`config.mk`:
```
export PLATFORM = sky130hd
export DESIGN_NAME = vr_tooth_capture
export DESIGN_NICKNAME = d
export VERILOG_FILES = /design/src/rtl/vr_tooth_capture.sv
export SDC_FILE = /design/constraint.sdc
export NUM_CORES = 1
export LEC_CHECK = 0
export ABC_AREA = 0
export BUFFER_PORTS_ARGS = -buffer_cell sky130_fd_sc_hd__buf_2
export CAP_MARGIN = 10
export CORE_MARGIN = 2
export CORE_UTILIZATION = 40
export CTS_BUF_LIST = sky130_fd_sc_hd__clkbuf_16
export DETAILED_ROUTE_END_ITERATION = 10
export PLACE_DENSITY = 0.56
export SYNTH_ARGS = -nofsm -noshare
export SYNTH_HDL_FRONTEND = slang
export SYNTH_SLANG_ARGS = --single-unit
export TNS_END_PERCENT = 30
```
`constraint.sdc`:
```
create_clock -name clk -period 3.5 [get_ports clk]
set_clock_uncertainty 0.2 [all_clocks]
set_input_delay 0.35 -clock clk [delete_from_list [all_inputs] [get_ports clk]]
set_output_delay 0.35 -clock clk [all_outputs]
set_load 0.01 [all_outputs]
```
`src/rtl/vr_tooth_capture.sv`:
```
// vr_tooth_capture
//   Conditions the raw VR crank comparator signal for the downstream angle
//   generator. The processing chain is:
//     1. 2-FF synchroniser.
//     2. Stability filter (FILT_LEN consecutive differing samples).
//     3. Edge select.
//     4. Minimum-period blanking against the last accepted tooth period.
//
// Parameters
//   FILT_LEN     consecutive differing samples before vr_out flips (2..15)
//   PCNT_W       width of the period counter and tooth_period
//   BLANK_SHIFT  blanking window = last accepted period >> BLANK_SHIFT
//
// Ports
//   clk           system clock, posedge
//   rst           synchronous reset, active-high
//   enable        1 = capture running, 0 = capture held idle
//   edge_sel      0 = rising vr_out is a tooth, 1 = falling vr_out is a tooth
//   vr_in         raw asynchronous comparator input
//   vr_out        filtered, synchronised level
//   tooth_stb     1-cycle strobe per accepted tooth with a valid period
//   tooth_period  clk cycles between the last two accepted teeth
//   stall         period counter saturated (no tooth for 2^PCNT_W-1 cycles)
//   reject_cnt    count of blanked edges, saturating at 255
module vr_tooth_capture #(
    parameter int FILT_LEN    = 4,
    parameter int PCNT_W      = 24,
    parameter int BLANK_SHIFT = 2
) (
    input  logic              clk,
    input  logic              rst,
    input  logic              enable,
    input  logic              edge_sel,
    input  logic              vr_in,
    output logic              vr_out,
    output logic              tooth_stb,
    output logic [PCNT_W-1:0] tooth_period,
    output logic              stall,
    output logic [7:0]        reject_cnt
);

    localparam logic [3:0]        RUN_LAST = 4'(FILT_LEN - 1);
    localparam logic [PCNT_W-1:0] CNT_ONE  = PCNT_W'(1);
    localparam logic [PCNT_W-1:0] CNT_MAX  = '1;

    typedef enum logic [1:0] {
        IDLE  = 2'd0,
        FIRST = 2'd1,
        RUN   = 2'd2
    } state_t;

    function automatic logic [PCNT_W-1:0] cnt_sat_inc(input logic [PCNT_W-1:0] v);
        return (v == CNT_MAX) ? v : v + CNT_ONE;
    endfunction

    function automatic logic [7:0] rej_sat_inc(input logic [7:0] v);
        return (v == 8'hFF) ? v : v + 8'd1;
    endfunction

    logic              sync_p0;
    logic              sync_p1;
    logic [3:0]        run_cnt;
    logic              vr_prev;
    logic              cand_p3;

    state_t            state_q;
    state_t            state_d;
    logic [PCNT_W-1:0] cnt;
    logic [PCNT_W-1:0] cnt_d;
    logic [PCNT_W-1:0] last_period;
    logic [PCNT_W-1:0] last_period_d;
    logic [PCNT_W-1:0] tooth_period_d;
    logic              tooth_stb_d;
    logic [7:0]        reject_cnt_d;
    logic [PCNT_W-1:0] blank;

    // Synchroniser, stability filter and edge-candidate register.
    // The filter runs independently of enable so vr_out is always valid.
    always_ff @(posedge clk) begin
        if (rst) begin
            sync_p0 <= 1'b0;
            sync_p1 <= 1'b0;
            run_cnt <= '0;
            vr_out  <= 1'b0;
            vr_prev <= 1'b0;
            cand_p3 <= 1'b0;
        end else begin
            sync_p0 <= vr_in;
            sync_p1 <= sync_p0;
            if (sync_p1 != vr_out) begin
                if (run_cnt == RUN_LAST) begin
                    vr_out  <= ~vr_out;
                    run_cnt <= '0;
                end else begin
                    run_cnt <= run_cnt + 4'd1;
                end
            end else begin
                run_cnt <= '0;
            end
            vr_prev <= vr_out;
            cand_p3 <= edge_sel ? (vr_prev & ~vr_out) : (~vr_prev & vr_out);
        end
    end

    // A saturated counter means the previous tooth is too old to give a
    // meaningful period; the next candidate resynchronises instead.
    assign stall = (cnt == CNT_MAX);
    assign blank = last_period >> BLANK_SHIFT;

    always_comb begin
        state_d        = state_q;
        cnt_d          = cnt;
        last_period_d  = last_period;
        tooth_period_d = tooth_period;
        tooth_stb_d    = 1'b0;
        reject_cnt_d   = reject_cnt;

        if (!enable) begin
            state_d       = IDLE;
            cnt_d         = '0;
            last_period_d = '0;
        end else begin
            case (state_q)
                IDLE: begin
                    cnt_d   = '0;
                    state_d = FIRST;
                end
                FIRST: begin
                    if (cand_p3) begin
                        cnt_d         = CNT_ONE;
                        last_period_d = '0;
                        state_d       = RUN;
                    end
                end
                RUN: begin
                    if (cand_p3) begin
                        if (stall) begin
                            cnt_d         = CNT_ONE;
                            last_period_d = '0;
                        end else if (cnt >= blank) begin
                            tooth_stb_d    = 1'b1;
                            tooth_period_d = cnt;
                            last_period_d  = cnt;
                            cnt_d          = CNT_ONE;
                        end else begin
                            cnt_d        = cnt_sat_inc(cnt);
                            reject_cnt_d = rej_sat_inc(reject_cnt);
                        end
                    end else begin
                        cnt_d = cnt_sat_inc(cnt);
                    end
                end
                default: begin
                    state_d = IDLE;
                    cnt_d   = '0;
                end
            endcase
        end
    end

    // Capture FSM and period registers; the strobe is one cycle after the candidate.
    always_ff @(posedge clk) begin
        if (rst) begin
            state_q      <= IDLE;
            cnt          <= '0;
            last_period  <= '0;
            tooth_period <= '0;
            tooth_stb    <= 1'b0;
            reject_cnt   <= '0;
        end else begin
            state_q      <= state_d;
            cnt          <= cnt_d;
            last_period  <= last_period_d;
            tooth_period <= tooth_period_d;
            tooth_stb    <= tooth_stb_d;
            reject_cnt   <= reject_cnt_d;
        end
    end

endmodule

```
==> results of run 1 <==
==> flip-flops by register name, indices dropped and copies added, names as in the netlist <==
register / flops
cand_p3: 1
state_q: 2
cnt: 24
sync_p0: 1
sync_p1: 1
vr_out: 1
vr_prev: 1
last_period: 22
run_cnt: 4
tooth_stb: 1
tooth_period: 24
reject_cnt: 8
==> power groups by stage <==
stage	registers, mW	clock network (mW)	logic, mW
2_1_floorplan	1.05	0	0.0274
3_3_place_gp	1.05	0	0.0410
3_5_place_dp	1.05	0	0.0413
4_1_cts	1.03	1.04	0.0414
5_1_grt	1.03	1.09	0.0454
6_report	1.03	1.02	0.0408
==> worst max path at each step <==
stage / start / to / slack [ns] / cells past startpoint
final: cnt[19]$_SDFFE_PP0P_ / reject_cnt[5]$_SDFFE_PP0P_ / 0.62 / 8
after global routing: cnt[19]$_SDFFE_PP0P_ / reject_cnt[5]$_SDFFE_PP0P_ / 0.44 / 8
after CTS: cnt[19]$_SDFFE_PP0P_ / reject_cnt[5]$_SDFFE_PP0P_ / 0.62 / 8
after detailed placement: cnt[19]$_SDFFE_PP0P_ / reject_cnt[5]$_SDFFE_PP0P_ / 0.63 / 8
after global placement: cnt[19]$_SDFFE_PP0P_ / reject_cnt[5]$_SDFFE_PP0P_ / 0.67 / 8
after floorplan: cnt[21]$_SDFFE_PP0P_ / reject_cnt[5]$_SDFFE_PP0P_ / 0.91 / 8
==> metrics by stage <==
stage	util [%]	setup slack, ns	hold WS, ns
2_1_floorplan	-	0.906	0.214
3_3_place_gp	44.1	0.672	0.227
3_5_place_dp	44.1	0.635	0.230
4_1_cts	47.1	0.619	0.0159
5_1_grt	47.1	0.435	0.0374
6_report	47.1	0.622	0.0234
==> metal layers <==
metal | share of wire (%) | routed length [µm] | up-vias
met4 | 0.62 | 60 | 0
li1 | - | - | 1718
met2 | 48 | 4600 | 50
met5 | 0 | 0 | -
met1 | 48 | 4660 | 1591
met3 | 3.2 | 309 | 6
==> area by class of cell <==
type                            instances  area [µm²]  share of cell area (%)
Multi-Input combinational cell        313        2180                    45.0
Sequential cell                        90        1800                    37.2
Timing Repair Buffer                   48         263                    5.42
Clock buffer                            9         225                    4.65
Tap cell                              136         170                    3.51
Inverter                               32         120                    2.48
Clock inverter                          6        83.8                    1.73
==> synth_stat cells (all sizes together), types with 4 or more instances <==
cell     count
o211ai       4
o21a         4
o21ai       12
buf         13
and4         9
o31ai        6
dfxtp       90
or4          4
clkbuf      13
and3         7
nand3       17
xnor2        4
xor2        20
nand4       17
ha          28
a21oi       18
nand2       40
inv         32
nor2        44
a22o        22
nor2b        5
o2bb2ai     23
==> cell families after synthesis <==
group,Yosys count,synth area share (%)
DFF,90,42.7
and+or+nand+nor,156,18.9
AOI/OAI and AO/OA,102,18.7
buffers and inverters,58,5.66
muxes,3,0.741
adders and majority gates,28,8.30
xor gates and xnor gates,24,4.98
==> worst max-delay path, cell delays in order (launching register included) <==
cell and delay (ns):
dfxtp_1 0.46, ha_1 0.30, and4_4 0.21, a31o_1 0.20, a211o_1 0.23, o21a_1 0.29, buf_4 0.22, nor4_1 0.29
mux2_2 0.36
==> flow_summary.toml, run 1 <==
[status]
outcome = "completed"

[yosys]
synthTopCellsByArea = "dfxtp_1 43%, ha_1 8.3%, o2bb2ai_1 4.8%"
ys_types = 50
synth_area_per_cell_um2 = 9.15
async_reset_ff_share_pct = 0
synth_seq_cells = 90
syn-cell-area_mm2 = 0.00422
synth_top_area_share_pct = 42.7
seq_area_frac_synth_pct = 42.7
synth_edf_count = 0
syn-instance-count = 461
synthesis.nets = 494
ys_warn_count = 0
ys.flop_type = "dfxtp_1"
yosys.area.top_type = "dfxtp_1"

[worst_hold_path]
hold_class = "primary input to flop"
hold_path_depth = 2
min_from = "vr_in"
hold_end = "sync_p0$_SDFF_PP0_"

[global_route]
gr-total-overflow = 0
grtUsageMet2_pct = 30.0
grt_start_max_net_pins = 30
antenna_found_initial = 0
use_met1_pct = 23.4
use_met3_pct = 3.83
top_usage_layer = "met2"
grt_pass1_wl_um = 16200
grt_pass1_vias = 3238
grt_use_total_pct = 17.9

[clocking]
path_clk_slew_ns = 0.06
cts_tree = "yes"
post_cts_buffers = 0
cts_hold_buf = 0
cts_buffers = 9
cts_sinks = 90
cts_resized = 0
clockBufferDepth = 2
cts_root_buf = "clkbuf_16"
htreeDepth = 3
clkLatencyLatePin_ns = 0.34

[worst_setup_path]
r2r_cells = 8
critPathMaxFanout = 15
cp_data_arrival_time_ns = 2.90
r2r-end = "reject_cnt[5]$_SDFFE_PP0P_"
end_kind = "flop"
path_class = "flop to flop"
cp.required_ns = 3.53
start_kind = "flop"
r2r_slack_ns = 0.62
r2r_start = "cnt[19]$_SDFFE_PP0P_"

[power]
leakage_nw = 1.88
powerDensity_mw_per_mm2 = 430
p_clk_share_pct = 48.8
power_mw = 2.08
ir_drop_uv = 270
p_int_mw = 1.66
p_sw_share_pct = 20.6
p_sw_mw = 0.429
pwr-share-comb_pct = 2.0
p_seq_share_pct = 49.3

[finish]
syn_to_final_growth_pct = 14.8
final_common_cell = "dfxtp_1"
final_cells = 634
final_area_mm2 = 0.00484
final_cell_mix = "90 x dfxtp_1, 43 x nor2_1, 40 x nand2_1"
insertedDiodeCount = 0
fillers = 1001
nNetsFinal = 527
drive_gt1_share_pct = 14.3

[job]
cap_violations = 0

[sta]
tns_ns = 0
rsz0062_at_grt = "no"
timing.fmax_mhz = 347
fin_crit_sh_pct = 82.2
hold_viol_final = 0
slew_headroom_pct = 40.5
finalCriticalPeriod_ns = 2.88
tightest_slew_ns = 0.891
finalSetupViolCount = 0
report.final.slew_viol_count = 0

[drt]
first_pass_iters = 4
drt-wirelength-per-cell_um = 15.2
dr_total_vias = 3365
vias_per_cell = 5.31
drt_iter0_drc = 172
drt_wl_total_um = 9630
ant_nets = 0
drc = 0

[die]
io_pins = 40
dieArea_mm2 = 0.0114
die_y_um = 107
num_rows = 37
die_width_um = 107
core_mm2 = 0.0103
start_util_pct = 41.1

[place]
gp_congestion = 0.790
place_hpwl_um = 6510
io_buffer_count = 39
placed_area_mm2 = 0.00453
dp.cells = 619
Power figures use the tool's default switching activity.
==> run 2: changes to the inputs <==
==> constraint.sdc (replaced) <==
create_clock -name clk -period 2.7 [get_ports clk]
set_clock_uncertainty 0.2 [all_clocks]
set_input_delay 0.27 -clock clk [delete_from_list [all_inputs] [get_ports clk]]
set_output_delay 0.27 -clock clk [all_outputs]
set_load 0.01 [all_outputs]
==> run 2 against run 1 <==
Sequential share of layout area is 3.9 points lower; cell count increased by 6.3%; hold slack better by 0.045 ns; non-clock buffer count is 40 higher; highest routed layer unchanged; worst setup slack worse by 0.54 ns; via count grew 5.6%; combinational power increased by 60%; first-iteration DRC count down 27%; largest cell class unchanged; global-route usage grew 0.34 points.
==> flow_summary.toml, run 2 (synthesis results as in run 1) <==
[status]
outcome = "completed"

[power]
powerDensity_mw_per_mm2 = 475
leakage_nw = 2.15
ir_drop_uv = 248

[worst_setup_path]
r2r-end = "last_period[3]$_SDFFE_PP0P_"
end_kind = "flop"
r2r_cells = 9
start_kind = "flop"
r2r_slack_ns = 0.08
cp.required_ns = 2.73
cp_data_arrival_time_ns = 2.66
r2r_start = "last_period[20]$_SDFFE_PP0P_"
path_class = "flop to flop"
critPathMaxFanout = 23

[sta]
timing.fmax_mhz = 382
finalSetupViolCount = 0
report.final.slew_viol_count = 0
rsz0062_at_grt = "no"
tightest_slew_ns = 0.572
finalCriticalPeriod_ns = 2.62
slew_headroom_pct = 61.8
hold_viol_final = 0
fin_crit_sh_pct = 97.1
holdWs_ns = 0.0685

[finish]
utilization_pct = 53.1
final_common_cell = "dfxtp_1"
reg_top3 = "cnt (24), tooth_period (24), last_period (22)"
nNetsFinal = 568
fillers = 982
insertedDiodeCount = 0
final_cell_mix = "77 x dfxtp_1, 41 x nor2_1, 40 x nand2_1"
drive_gt1_share_pct = 27.1
syn_to_final_growth_pct = 29.2

[worst_hold_path]
hold_class = "primary input to flop"
hold_end = "state_q[0]$_SDFFE_PP0P_"
min_from = "enable"
hold_path_depth = 3

[global_route]
grt_pass1_vias = 3336
gr-total-overflow = 0
grt_use_total_pct = 18.2
grt_pass1_wl_um = 16200
antenna_found_initial = 0
grt_start_max_net_pins = 26

[clocking]
cts_tree = "yes"
htreeDepth = 3
path_clk_slew_ns = 0.06
clkLatencyLatePin_ns = 0.35
post_cts_buffers = 0
cts_sinks = 90
cts_root_buf = "clkbuf_16"
clockBufferDepth = 2
cts_buffers = 9

[die]
die_y_um = 107
io_pins = 40
die_width_um = 107
num_rows = 37
dieArea_mm2 = 0.0114
core_mm2 = 0.0103
start_util_pct = 41.1

[drt]
drt-wirelength-per-cell_um = 14.8
vias_per_cell = 5.27
dr_total_vias = 3552
drt_iter0_drc = 125
drc = 0
drt_wl_total_um = 10000
ant_nets = 0
first_pass_iters = 6

[place]
place_hpwl_um = 6960
gp_congestion = 0.796
io_buffer_count = 39

[job]
cap_violations = 0
run 2: cell count changes in the layout (fill, tap and decap cells not counted), moves of 3 or more:
cell      previous run  this run
buf_12               0         7
buf_4                9        39
clkinv_2             0         3
dfxtp_1             90        77
dfxtp_2              0        13
ha_1                28        17
ha_4                 0        11
run 2: how the worst max path moves through the flow:
stage / startpoint / to / depth (start not counted)
final: last_period[20]$_SDFFE_PP0P_ / last_period[3]$_SDFFE_PP0P_ / 9
after global routing: last_period[20]$_SDFFE_PP0P_ / reject_cnt[6]$_SDFFE_PP0P_ / 9
after CTS: last_period[23]$_SDFFE_PP0P_ / reject_cnt[1]$_SDFFE_PP0P_ / 10
after detailed placement: last_period[22]$_SDFFE_PP0P_ / reject_cnt[5]$_SDFFE_PP0P_ / 9
after global placement: last_period[21]$_SDFFE_PP0P_ / reject_cnt[5]$_SDFFE_PP0P_ / 9
after floorplan: cnt[21]$_SDFFE_PP0P_ / reject_cnt[5]$_SDFFE_PP0P_ / 8
run 2: per-stage QoR:
step	total power, mW	instance area, µm²	setup TNS, ns	cells	setup WS (ns)
2_1_floorplan	1.40	4220	0	461	0.106
3_3_place_gp	1.42	4910	0	658	0.0145
3_5_place_dp	1.43	4910	-0.0174	658	-0.0174
4_1_cts	2.62	5200	0	673	0.000872
5_1_grt	2.68	5450	0	674	0.00716
6_report	2.59	5450	0	674	0.0789
run 2: power by group:
part | switching [mW] | total (mW) | internal [mW]
registers | 0.00167 | 1.33 | 1.33
logic | 0.0412 | 0.0653 | 0.0241
clock network | 0.496 | 1.19 | 0.698
run 2: worst max-delay path, stage by stage, from the launching register on:
cell,delay [ns]
dfxtp_2,0.33
inv_1,0.04
ha_1,0.26
and4_4,0.15
a31o_1,0.23
a211o_1,0.30
o21a_4,0.25
o211a_1,0.31
buf_12,0.19
a22o_1,0.24
run 2: per-layer routing:
layer	track usage (%)	share of wire [%]	vias to the layer above	wire [µm]
met5	0	0	-	0
met4	7.24	1.7	0	173
met3	4.19	2.8	12	281
met2	29.2	47	49	4740
met1	23.8	48	1695	4810
li1	-	-	1796	-
run 2: cell type report:
| type | instances | area (µm²) | share of cell area (%) |
|---|---|---|---|
| flip-flops and latches | 90 | 1820 | 33.3 |
| inverters | 32 | 120 | 2.20 |
| clock inverters | 5 | 48.8 | 0.895 |
| clock buffers | 9 | 225 | 4.13 |
| multi-input cells | 314 | 2410 | 44.1 |
| repair buffers | 88 | 664 | 12.2 |
| well taps | 136 | 170 | 3.12 |
run 2: repair_timing:
item	4_1_cts	5_1_grt
cloned	0	1
pin swaps	1	14
resized for setup	1	44
endpoints found under the setup margin	2	72
hold buffers	1	0
endpoints found under the hold margin	1	0
==> run 3: changes to the inputs <==
--- a/config.mk
+++ b/config.mk
@@ -12,6 +12,7 @@
 export CORE_UTILIZATION = 40
 export CTS_BUF_LIST = sky130_fd_sc_hd__clkbuf_16
 export DETAILED_ROUTE_END_ITERATION = 10
+export GPL_TIMING_DRIVEN = 0
 export PLACE_DENSITY = 0.56
 export SYNTH_ARGS = -nofsm -noshare
 export SYNTH_HDL_FRONTEND = slang
==> run 3 against run 2 <==
Die area unchanged; sequential power is essentially flat; highest routed layer unchanged; largest power group unchanged; largest cell class unchanged; critical endpoint is now reject_cnt[3]$_SDFFE_PP0P_; worst setup slack worse by 0.019 ns; total power is 1.1% higher; sequential share of layout area rose by 2.8 points.
==> flow_summary.toml, run 3 (synthesis results as in run 1) <==
[die]
dieArea_mm2 = 0.0114
num_rows = 37
io_pins = 40
core_mm2 = 0.0103
die_width_um = 107
start_util_pct = 41.1
die_y_um = 107

[worst_setup_path]
critPathMaxFanout = 10
end_kind = "flop"
crit_path_top_delay_cell = "or4_1"
cp_data_arrival_time_ns = 2.71
crit_start = "cnt[20]$_SDFFE_PP0P_"
max_stage_delay_ns = 0.50
r2r_start = "cnt[20]$_SDFFE_PP0P_"
path_class = "flop to flop"
cp_cell_sequence = "ha_1 > and4_4 > a31o_1 > a211o_1 > o21a_4 > buf_6 > or4_1 > a21oi_1"
start_kind = "flop"
cp.required_ns = 2.77

[clocking]
cts_sinks = 90
path_clk_slew_ns = 0.06
clockBufferDepth = 2
clkLatencyLatePin_ns = 0.34
cts_tree = "yes"
cts_root_buf = "clkbuf_16"
htreeDepth = 3
cts_buffers = 9

[power]
leakage_nw = 1.96
power_mw = 2.62
ir_drop_uv = 217
powerDensity_mw_per_mm2 = 517

[global_route]
grt_start_max_net_pins = 15
grt_use_total_pct = 19.3
gr-total-overflow = 0
grt_pass1_vias = 3463
grt_pass1_wl_um = 17200
antenna_found_initial = 0

[drt]
drt-wirelength-per-cell_um = 15.9
drc = 0
ant_nets = 0
dr_total_vias = 3516
vias_per_cell = 5.39
route.met3.wl_um = 308
drt_iter0_drc = 146
wl_met2_um = 4720
wl_met1_um = 5170
first_pass_iters = 4
drt_wl_total_um = 10400
top_layer_used = "met4"

[place]
place_hpwl_um = 7210
gp_congestion = 0.826
io_buffer_count = 38

[sta]
tightest_slew_ns = 0.643
slew_headroom_pct = 57.1
finalCriticalPeriod_ns = 2.64
hold_viol_final = 0
finalSetupViolCount = 0
report.final.slew_viol_count = 0
fin_crit_sh_pct = 97.8
timing.fmax_mhz = 379

[finish]
insertedDiodeCount = 0
drive_gt1_share_pct = 21.3
fillers = 1008
reg_top3 = "cnt (24), tooth_period (24), last_period (22)"
syn_to_final_growth_pct = 20.1
final_common_cell = "dfxtp_1"
final_cell_mix = "74 x dfxtp_1, 46 x buf_2, 43 x nor2_1"
utilization_pct = 49.3
nNetsFinal = 545

[job]
cap_violations = 0

[status]
outcome = "completed"

[worst_hold_path]
min_from = "edge_sel"
hold_class = "primary input to flop"
run 3: power breakdown:
group	total [mW]	switching [mW]	internal, mW
sequential	1.33	0.00167	1.33
combinational	0.0589	0.0422	0.0167
clock	1.23	0.525	0.707
run 3: layer usage:
layer | vias to the layer above | track usage, %
li1 | 1754 | -
met5 | - | 0
met1 | 1688 | 26.5
met3 | 11 | 3.16
met2 | 63 | 29.8
met4 | 0 | 8.72
run 3: path summary, 6_finish.rpt:
kind,end,slack [ns],cells past startpoint
setup / recovery,reject_cnt[3]$_SDFFE_PP0P_,0.06,8
hold / removal,cand_p3$_SDFF_PP0_,0.07,4
setup reg to reg,reject_cnt[3]$_SDFFE_PP0P_,0.06,8
hold reg to reg,sync_p1$_SDFF_PP0_,0.24,1
run 3: final cells by class:
type / count / area, µm² / area share [%]
multi-input combinational: 313 / 2290 / 45.3
sequential: 90 / 1830 / 36.1
clock buffer: 9 / 225 / 4.44
timing repair buffer: 40 / 208 / 4.10
tap: 136 / 170 / 3.36
buffer: 26 / 160 / 3.16
inverter: 32 / 120 / 2.37
clock inverter: 6 / 58.8 / 1.16
run 3: metrics by stage:
step / setup slack, ns / cell area [µm²] / cells / hold WS [ns] / setup TNS (ns)
floorplan: 0.106 / 4220 / 461 / 0.198 / 0
global placement: -0.445 / 4580 / 635 / 0.220 / -11.32
detailed placement: -0.514 / 4580 / 635 / 0.227 / -12.70
CTS: 0.00600 / 4960 / 652 / 0.0662 / 0
global route: -0.00672 / 5070 / 652 / 0.0851 / -0.0174
finish: 0.0604 / 5070 / 652 / 0.0666 / 0
run 3: timing repair:
item	CTS	global route
endpoints found under the setup margin	76	76
cloned	0	0
hold endpoints to repair	1	0
resized for setup	28	30
hold buffers	1	0
setup buffers	1	0
pin swaps	1	4
run 3: critical path, delay by kind of cell, from the launching register on:
family | cells | cell delay (ns)
and+or+nand+nor | 2 | 0.68
AOI/OAI and AO/OA | 4 | 0.87
DFF | 1 | 0.36
buffers and inverters | 1 | 0.14
adders and majority gates | 1 | 0.31
